===== config.mk =====
export PLATFORM = sky130hd
export DESIGN_NAME = fetch_seq_flat
export DESIGN_NICKNAME = d
export VERILOG_FILES = /design/src/rtl/y86_pkg.sv /design/src/rtl/fetch_seq_if.sv /design/src/rtl/instr_valid_chk.sv /design/src/rtl/fetch_seq.sv /design/src/flat_wrapper.sv
export SDC_FILE = /design/constraint.sdc
export NUM_CORES = 1
export LEC_CHECK = 0
export ABC_AREA = 0
export BUFFER_PORTS_ARGS = -buffer_cell sky130_fd_sc_hd__buf_2
export CAP_MARGIN = 20
export CORE_ASPECT_RATIO = 1.1
export CORE_MARGIN = 1.5
export CORE_UTILIZATION = 50
export DETAILED_ROUTE_END_ITERATION = 10
export PLACE_DENSITY = 0.81
export RECOVER_POWER = 50
export SKIP_LAST_GASP = 1
export SYNTH_ARGS = -nofsm -noshare
export SYNTH_HDL_FRONTEND = slang
export SYNTH_SLANG_ARGS = --single-unit
export TNS_END_PERCENT = 30

===== constraint.sdc =====
create_clock -name clk -period 4.85 [get_ports clk]
set_input_delay 0.7275 -clock clk [delete_from_list [all_inputs] [get_ports clk]]
set_output_delay 0.7275 -clock clk [all_outputs]
set_load 0.03 [all_outputs]

===== src/rtl/y86_pkg.sv =====
// y86_pkg: shared Y86-64 instruction codes, status codes and length helper
package y86_pkg;
  localparam logic [3:0] I_HALT = 4'h0, I_NOP = 4'h1, I_RRMOVQ = 4'h2, I_IRMOVQ = 4'h3,
                         I_RMMOVQ = 4'h4, I_MRMOVQ = 4'h5, I_OPQ = 4'h6, I_JXX = 4'h7,
                         I_CALL = 4'h8, I_RET = 4'h9, I_PUSHQ = 4'hA, I_POPQ = 4'hB;
  localparam logic [2:0] STAT_AOK = 3'd1, STAT_HLT = 3'd2, STAT_ADR = 3'd3, STAT_INS = 3'd4;
  localparam logic [3:0] RNONE = 4'hF;
  typedef enum logic [1:0] {NX_DONE, NX_REG, NX_CONST} next_cls_e;
  function automatic logic [3:0] instr_len(input logic [3:0] icode);
    return (icode inside {I_HALT, I_NOP, I_RET}) ? 4'd1 :
           (icode inside {I_RRMOVQ, I_OPQ, I_PUSHQ, I_POPQ}) ? 4'd2 :
           (icode inside {I_JXX, I_CALL}) ? 4'd9 :
           (icode inside {I_IRMOVQ, I_RMMOVQ, I_MRMOVQ}) ? 4'd10 : 4'd0;
  endfunction
endpackage


===== src/rtl/fetch_seq_if.sv =====
// fetch_seq_if: byte-wide instruction memory request/response bus
interface fetch_seq_if;
  logic        mem_req;
  logic [63:0] mem_addr;
  logic [7:0]  mem_rdata;
  logic        mem_valid;
  logic        mem_err;
  modport master(output mem_req, mem_addr, input mem_rdata, mem_valid, mem_err);
  modport slave(input mem_req, mem_addr, output mem_rdata, mem_valid, mem_err);
endinterface


===== src/rtl/instr_valid_chk.sv =====
// instr_valid_chk: icode/ifun legality and the byte class that follows the opcode
module instr_valid_chk
  import y86_pkg::*;
(
  input  logic [3:0] icode,
  input  logic [3:0] ifun,
  output logic       legal,
  output next_cls_e  cls
);
  always_comb begin
    legal = (icode inside {I_RRMOVQ, I_JXX}) ? (ifun <= 4'd6) :
            (icode == I_OPQ) ? (ifun <= 4'd3) :
            (icode <= I_POPQ) ? (ifun == 4'd0) : 1'b0;
    cls = (icode inside {I_HALT, I_NOP, I_RET}) ? NX_DONE :
          (icode inside {I_JXX, I_CALL}) ? NX_CONST : NX_REG;
  end
endmodule


===== src/rtl/fetch_seq.sv =====
// fetch_seq: SEQ fetch stage; owns the PC and fetches one instruction byte per beat
module fetch_seq
  import y86_pkg::*;
#(
  parameter logic [63:0] RESET_PC = 64'h0
) (
  input  logic              clk,
  input  logic              rst_n,
  fetch_seq_if.master       mem,
  output logic [3:0]        icode,
  output logic [3:0]        ifun,
  output logic [3:0]        rA,
  output logic [3:0]        rB,
  output logic [63:0]       valC,
  output logic [63:0]       valP,
  output logic [63:0]       pc,
  output logic              out_valid,
  input  logic              pc_load,
  input  logic [63:0]       new_pc,
  output logic [2:0]        stat
);
  typedef enum logic [2:0] {F_OP, F_REG, F_CONST, DONE, STOP} state_e;
  state_e      state_q, state_d;
  logic [63:0] pc_q, pc_d, valc_q, valc_d;
  logic [3:0]  icode_q, icode_d, ifun_q, ifun_d, ra_q, ra_d, rb_q, rb_d;
  logic [2:0]  cnt_q, cnt_d, stat_q, stat_d;
  logic        legal, fetching, accept, has_reg;
  logic [3:0]  off;
  next_cls_e   cls;
  instr_valid_chk u_chk (.icode(mem.mem_rdata[7:4]), .ifun(mem.mem_rdata[3:0]), .legal(legal), .cls(cls));
  assign fetching = state_q inside {F_OP, F_REG, F_CONST};
  assign accept = fetching && mem.mem_valid;
  assign has_reg = icode_q inside {I_IRMOVQ, I_RMMOVQ, I_MRMOVQ};
  // constant bytes follow the opcode, or the register byte when one exists
  assign off = (state_q == F_REG) ? 4'd1 :
               (state_q == F_CONST) ? (has_reg ? 4'd2 : 4'd1) + {1'b0, cnt_q} : 4'd0;
  assign mem.mem_req = rst_n && fetching;
  assign mem.mem_addr = pc_q + {60'd0, off};
  assign icode = icode_q;
  assign ifun = ifun_q;
  assign rA = ra_q;
  assign rB = rb_q;
  assign valC = valc_q;
  assign pc = pc_q;
  assign stat = stat_q;
  assign out_valid = state_q inside {DONE, STOP};
  assign valP = out_valid ? pc_q + {60'd0, instr_len(icode_q)} : 64'd0;
  always_comb begin
    state_d = state_q;
    pc_d = pc_q;
    icode_d = icode_q;
    ifun_d = ifun_q;
    ra_d = ra_q;
    rb_d = rb_q;
    valc_d = valc_q;
    cnt_d = cnt_q;
    stat_d = stat_q;
    if (accept && mem.mem_err) begin
      stat_d = STAT_ADR;
      state_d = STOP;
    end else if (accept) begin
      case (state_q)
        F_OP: begin
          icode_d = mem.mem_rdata[7:4];
          ifun_d = mem.mem_rdata[3:0];
          stat_d = !legal ? STAT_INS : (mem.mem_rdata[7:4] == I_HALT) ? STAT_HLT : STAT_AOK;
          state_d = !legal ? STOP : (cls == NX_DONE) ? DONE : (cls == NX_REG) ? F_REG : F_CONST;
        end
        F_REG: begin
          ra_d = mem.mem_rdata[7:4];
          rb_d = mem.mem_rdata[3:0];
          state_d = has_reg ? F_CONST : DONE;
        end
        F_CONST: begin
          valc_d[{cnt_q, 3'b000} +: 8] = mem.mem_rdata;
          cnt_d = cnt_q + 3'd1;
          state_d = (cnt_q == 3'd7) ? DONE : F_CONST;
        end
        default: ;
      endcase
    end else if (state_q == DONE && pc_load) begin
      if (icode_q == I_HALT) state_d = STOP;
      else begin
        state_d = F_OP;
        pc_d = new_pc;
        icode_d = 4'd0;
        ifun_d = 4'd0;
        ra_d = RNONE;
        rb_d = RNONE;
        valc_d = 64'd0;
        cnt_d = 3'd0;
        stat_d = STAT_AOK;
      end
    end
  end
  always_ff @(posedge clk or negedge rst_n) begin
    if (!rst_n) begin
      state_q <= F_OP;
      pc_q <= RESET_PC;
      icode_q <= 4'd0;
      ifun_q <= 4'd0;
      ra_q <= RNONE;
      rb_q <= RNONE;
      valc_q <= 64'd0;
      cnt_q <= 3'd0;
      stat_q <= STAT_AOK;
    end else begin
      state_q <= state_d;
      pc_q <= pc_d;
      icode_q <= icode_d;
      ifun_q <= ifun_d;
      ra_q <= ra_d;
      rb_q <= rb_d;
      valc_q <= valc_d;
      cnt_q <= cnt_d;
      stat_q <= stat_d;
    end
  end
endmodule


===== src/flat_wrapper.sv =====
// flat-port wrapper written by rule: the top's interface ports become plain ports
module fetch_seq_flat import y86_pkg::*;
#(
  parameter logic [63:0] RESET_PC = 64'h0
)
  (clk, rst_n, icode, ifun, rA, rB, valC, valP, pc, out_valid, pc_load, new_pc, stat, mem_mem_req, mem_mem_addr, mem_mem_rdata, mem_mem_valid, mem_mem_err);
  fetch_seq_if mem_i ();
  input  logic clk;
  input  logic rst_n;
  output logic [3:0] icode;
  output logic [3:0] ifun;
  output logic [3:0] rA;
  output logic [3:0] rB;
  output logic [63:0] valC;
  output logic [63:0] valP;
  output logic [63:0] pc;
  output logic out_valid;
  input  logic pc_load;
  input  logic [63:0] new_pc;
  output logic [2:0] stat;
  output wire logic [$bits(mem_i.mem_req)-1:0] mem_mem_req;
  output wire logic [$bits(mem_i.mem_addr)-1:0] mem_mem_addr;
  input wire logic [$bits(mem_i.mem_rdata)-1:0] mem_mem_rdata;
  input wire logic [$bits(mem_i.mem_valid)-1:0] mem_mem_valid;
  input wire logic [$bits(mem_i.mem_err)-1:0] mem_mem_err;
  assign mem_mem_req = mem_i.mem_req;
  assign mem_mem_addr = mem_i.mem_addr;
  assign mem_i.mem_rdata = mem_mem_rdata;
  assign mem_i.mem_valid = mem_mem_valid;
  assign mem_i.mem_err = mem_mem_err;
  fetch_seq #(.RESET_PC(RESET_PC)) u_core (.clk(clk), .rst_n(rst_n), .mem(mem_i), .icode(icode), .ifun(ifun), .rA(rA), .rB(rB), .valC(valC), .valP(valP), .pc(pc), .out_valid(out_valid), .pc_load(pc_load), .new_pc(new_pc), .stat(stat));
endmodule

==> flow_metrics.env <==
export IMPL_cts_buffers=17
export IMPL_cts_tree="done"
export IMPL_peakVddDrop_mv=0.2288
export IMPL_critical_path_required_ps=4120
export IMPL_status="finished, violations left"
export IMPL_root_buffer="clkbuf_16"
export IMPL_min_path_type="flip-flop to flip-flop"
export IMPL_synth_cell_types=65
export IMPL_rsz0062_at_grt="true"
export IMPL_die_area_mm2=0.01965
export IMPL_r2r_slack_ps=2140
export IMPL_wl_per_cell_um=20.59
export IMPL_synth_area_mux_share=0.07499
export IMPL_async_reset_ff_frac=1.000
export IMPL_p_leak_nw=6.192
export IMPL_synth_compound_area_share=0.1481
export IMPL_start_util=0.5111
export IMPL_viasPerCell=5.950
export IMPL_final_cell_area_mm2=0.01207
export IMPL_gp_congestion=0.9334
export IMPL_htree_levels=4
export IMPL_cts_clk_slew_worst_paths_ps=70
export IMPL_fp_dieW_um=133.8
export IMPL_clock_path_buffers=2
export IMPL_grt_pass1_vias=9124
export IMPL_ioPinCount=354
export IMPL_critPathCaptureType="output pin"
export IMPL_core_area_mm2=0.01841
export IMPL_clkSinkCount=153
export IMPL_drtIter0Drc=780
export IMPL_relSlewSlack=-0.8818
export IMPL_die_h_um=146.9
export IMPL_crit_type="flip-flop to output pin"
export IMPL_yosys_area_share_simple=0.2129
export IMPL_yosys_warnings=0
export IMPL_synthTopCellsByArea="dfrtp_1 (38%), mux2_2 (7.2%), a22o_1 (6.0%)"
export IMPL_wl_um=33050
export IMPL_grt_overflow=0
export IMPL_grt_start_max_net_pins=54
export IMPL_violations="capacitance limit, slew limit"
export IMPL_worst_pin_slew_ps=2823
export IMPL_dpl_hpwl_um=24400
export IMPL_setup_tns_ps=0
export IMPL_synth_top_family_by_area="simple AND/OR/NAND/NOR gates"
export IMPL_min_period_ps=4705
export IMPL_grt_pass1_wl_um=50070
export IMPL_final_hold_viol_count=0
export IMPL_yosys_area_top_type_share=0.3829
export IMPL_first_pass_iters=8
export IMPL_grt_antenna_before_repair=3
export IMPL_synth_cell_area_mm2=0.009410
export IMPL_syn_num_nets=1109
export IMPL_clock_skew_ps=11.34
export IMPL_yosys_register_bits=153
export IMPL_maxCapViolCount=1
export IMPL_num_rows=52
export IMPL_drv_slew=51
export IMPL_num_vias=9549
export IMPL_synth_xor_area_frac=0.08935
export IMPL_busiest_layer="met2"
export IMPL_placed_area_mm2=0.01133
export IMPL_synth_edf_count=0
export IMPL_io_buffers=353
export IMPL_grt_met1_usage=0.3880
export IMPL_finalSetupViolations=0
export IMPL_antenna_left=0
export IMPL_drc=0
export IMPL_drive_above_1_share=0.3763
export IMPL_yosysSeqAreaShare=0.4081
export IMPL_start_kind="flip-flop"
export IMPL_syn_inst=1016
export IMPL_gr_usage_met2=0.5559
export IMPL_syn_mean_instance_area_um2=9.262
export IMPL_period_share=0.9700
export IMPL_grtUsageMet3=0.07626
export IMPL_grtUsageTotal=0.3278
export IMPL_synthAdderAreaFrac=0.02473
export IMPL_yosys_most_used_dff="dfrtp_1"
export IMPL_area_delta_synth_final_pct=28.25
export IMPL_place_worst_setup_slack_ps=260.0
export IMPL_num_nets_final=1438
export IMPL_crit_fanout=4
export IMPL_fmax_ghz=0.2126
export IMPL_worst_endpoint_arrival_ps=3980
export IMPL_pwr_density_cell_mw_per_mm2=242.1
export IMPL_worst_slack_ps=145.3
export IMPL_clk_latency_ps=440
export IMPL_yosys_area_top_type="dfrtp_1"
[per-layer routing]
layer | share of wire | vias to the layer above | wire length [um]
met5 | 0 | - | 0
met2 | 0.49 | 551 | 16130
met4 | 0.048 | 0 | 1582
met1 | 0.38 | 4560 | 12500
li1 | - | 4325 | -
met3 | 0.086 | 113 | 2833
[state kept, by name (all words and copies together) (netlist names)]
name,flops
u_core.pc,64
u_core.rA,4
u_core.rB,4
u_core.ifun,4
u_core.icode,4
u_core.valC,64
u_core.state_q,3
u_core.stat,3
u_core.cnt_q,3
[stage by stage]
stage	std cells	power [mW]	hold WS [ps]	util
after global routing	1603	3.011	508.3	0.6552
after global placement	1562	1.545	461.0	0.6155
after CTS	1597	2.932	237.1	0.6516
final	1605	2.922	484.9	0.6555
after floorplan	1016	1.441	431.9	-
after detailed placement	1562	1.548	466.1	0.6155
[critical path: stages, from the launching register on]
cell and delay [ps]:
dfrtp_2 420, nand2b_1 160, a21oi_2 180, inv_1 100, ha_1 210, inv_1 80
fa_1 400, or2_2 340, fa_2 390, nor2b_2 160, o21a_1 200, o211ai_1 310
nor2_1 240, xor2_1 160, buf_2 220
[cells in the mapped netlist (6+ instances only)]
cell type	n
and4_1	7
o21ai_0	61
a22o_1	64
and3_1	7
clkbuf_1	48
nand3_1	41
and2_1	6
or4_1	9
mux2_2	60
buf_2	7
buf_4	6
ha_1	13
nor4_1	8
nand2_1	84
dfrtp_1	144
nand4_1	38
dfstp_2	9
nand2b_1	8
or3_1	23
xnor2_1	41
inv_1	23
nor2_1	95
o31ai_1	14
nor3_1	25
xor2_1	55
a21oi_1	44
[final timing paths]
path                                  from                to  cells after the start
setup / recovery           u_core.icode[1]  mem_mem_addr[60]                     14
hold / removal              u_core.ifun[0]    u_core.ifun[0]                      2
setup reg to reg           u_core.icode[1]   u_core.icode[0]                      5
hold reg to reg             u_core.ifun[0]    u_core.ifun[0]                      2
max in group asynchronous            rst_n   u_core.icode[1]                      2
min in group asynchronous            rst_n     u_core.pc[53]                      1
[layout by cell type, fill, tap and decap left out, types with 8 or more instances in the layout]
cell type and instances:
nand3_1 38, nor3_1 24, xor2_1 55, a21oi_1 42
nand2b_1 8, or3_1 23, inv_1 23, dfrtp_1 142
a22o_1 64, nand4_1 38, mux2_2 60, ha_1 13
buf_2 349, dfstp_2 9, or4_1 9, nor2_1 94
nand2_1 84, o31ai_1 14, xnor2_1 40, buf_4 26
clkbuf_16 17, o21ai_0 61
[logic make-up (layout without fill, tap and decap cells)]
kind of cell,after synthesis,count (layout)
adders and majority gates,17,17
muxes,63,63
DFF,153,153
and+or+nand+nor,385,385
buffers and inverters,92,434
xor gates and xnor gates,96,96
AOI/OAI and AO/OA,210,210
other,0,4
[what timing repair did]
action	in CTS	in global routing
pin swaps	4	5
hold buffers	0	0
gates resized for setup	7	11
buffers inserted	3	4
setup endpoints to repair	21	34
[power breakdown]
part / switching [mW] / internal [mW]
registers: 0.0118 / 1.30
clock network: 0.645 / 0.749
logic: 0.150 / 0.0695
[cell type report]
cell class	instances	area, um^2
repair buffers	378	1956
clock inverters	15	197.7
diodes	4	10.01
flip-flops and latches	153	3842
clock buffers	17	425.4
multi-input cells	771	5244
well taps	243	304.0
fillers	1494	6344
inverters	24	90.09
Note: power is estimated with default switching activity, not from simulation.
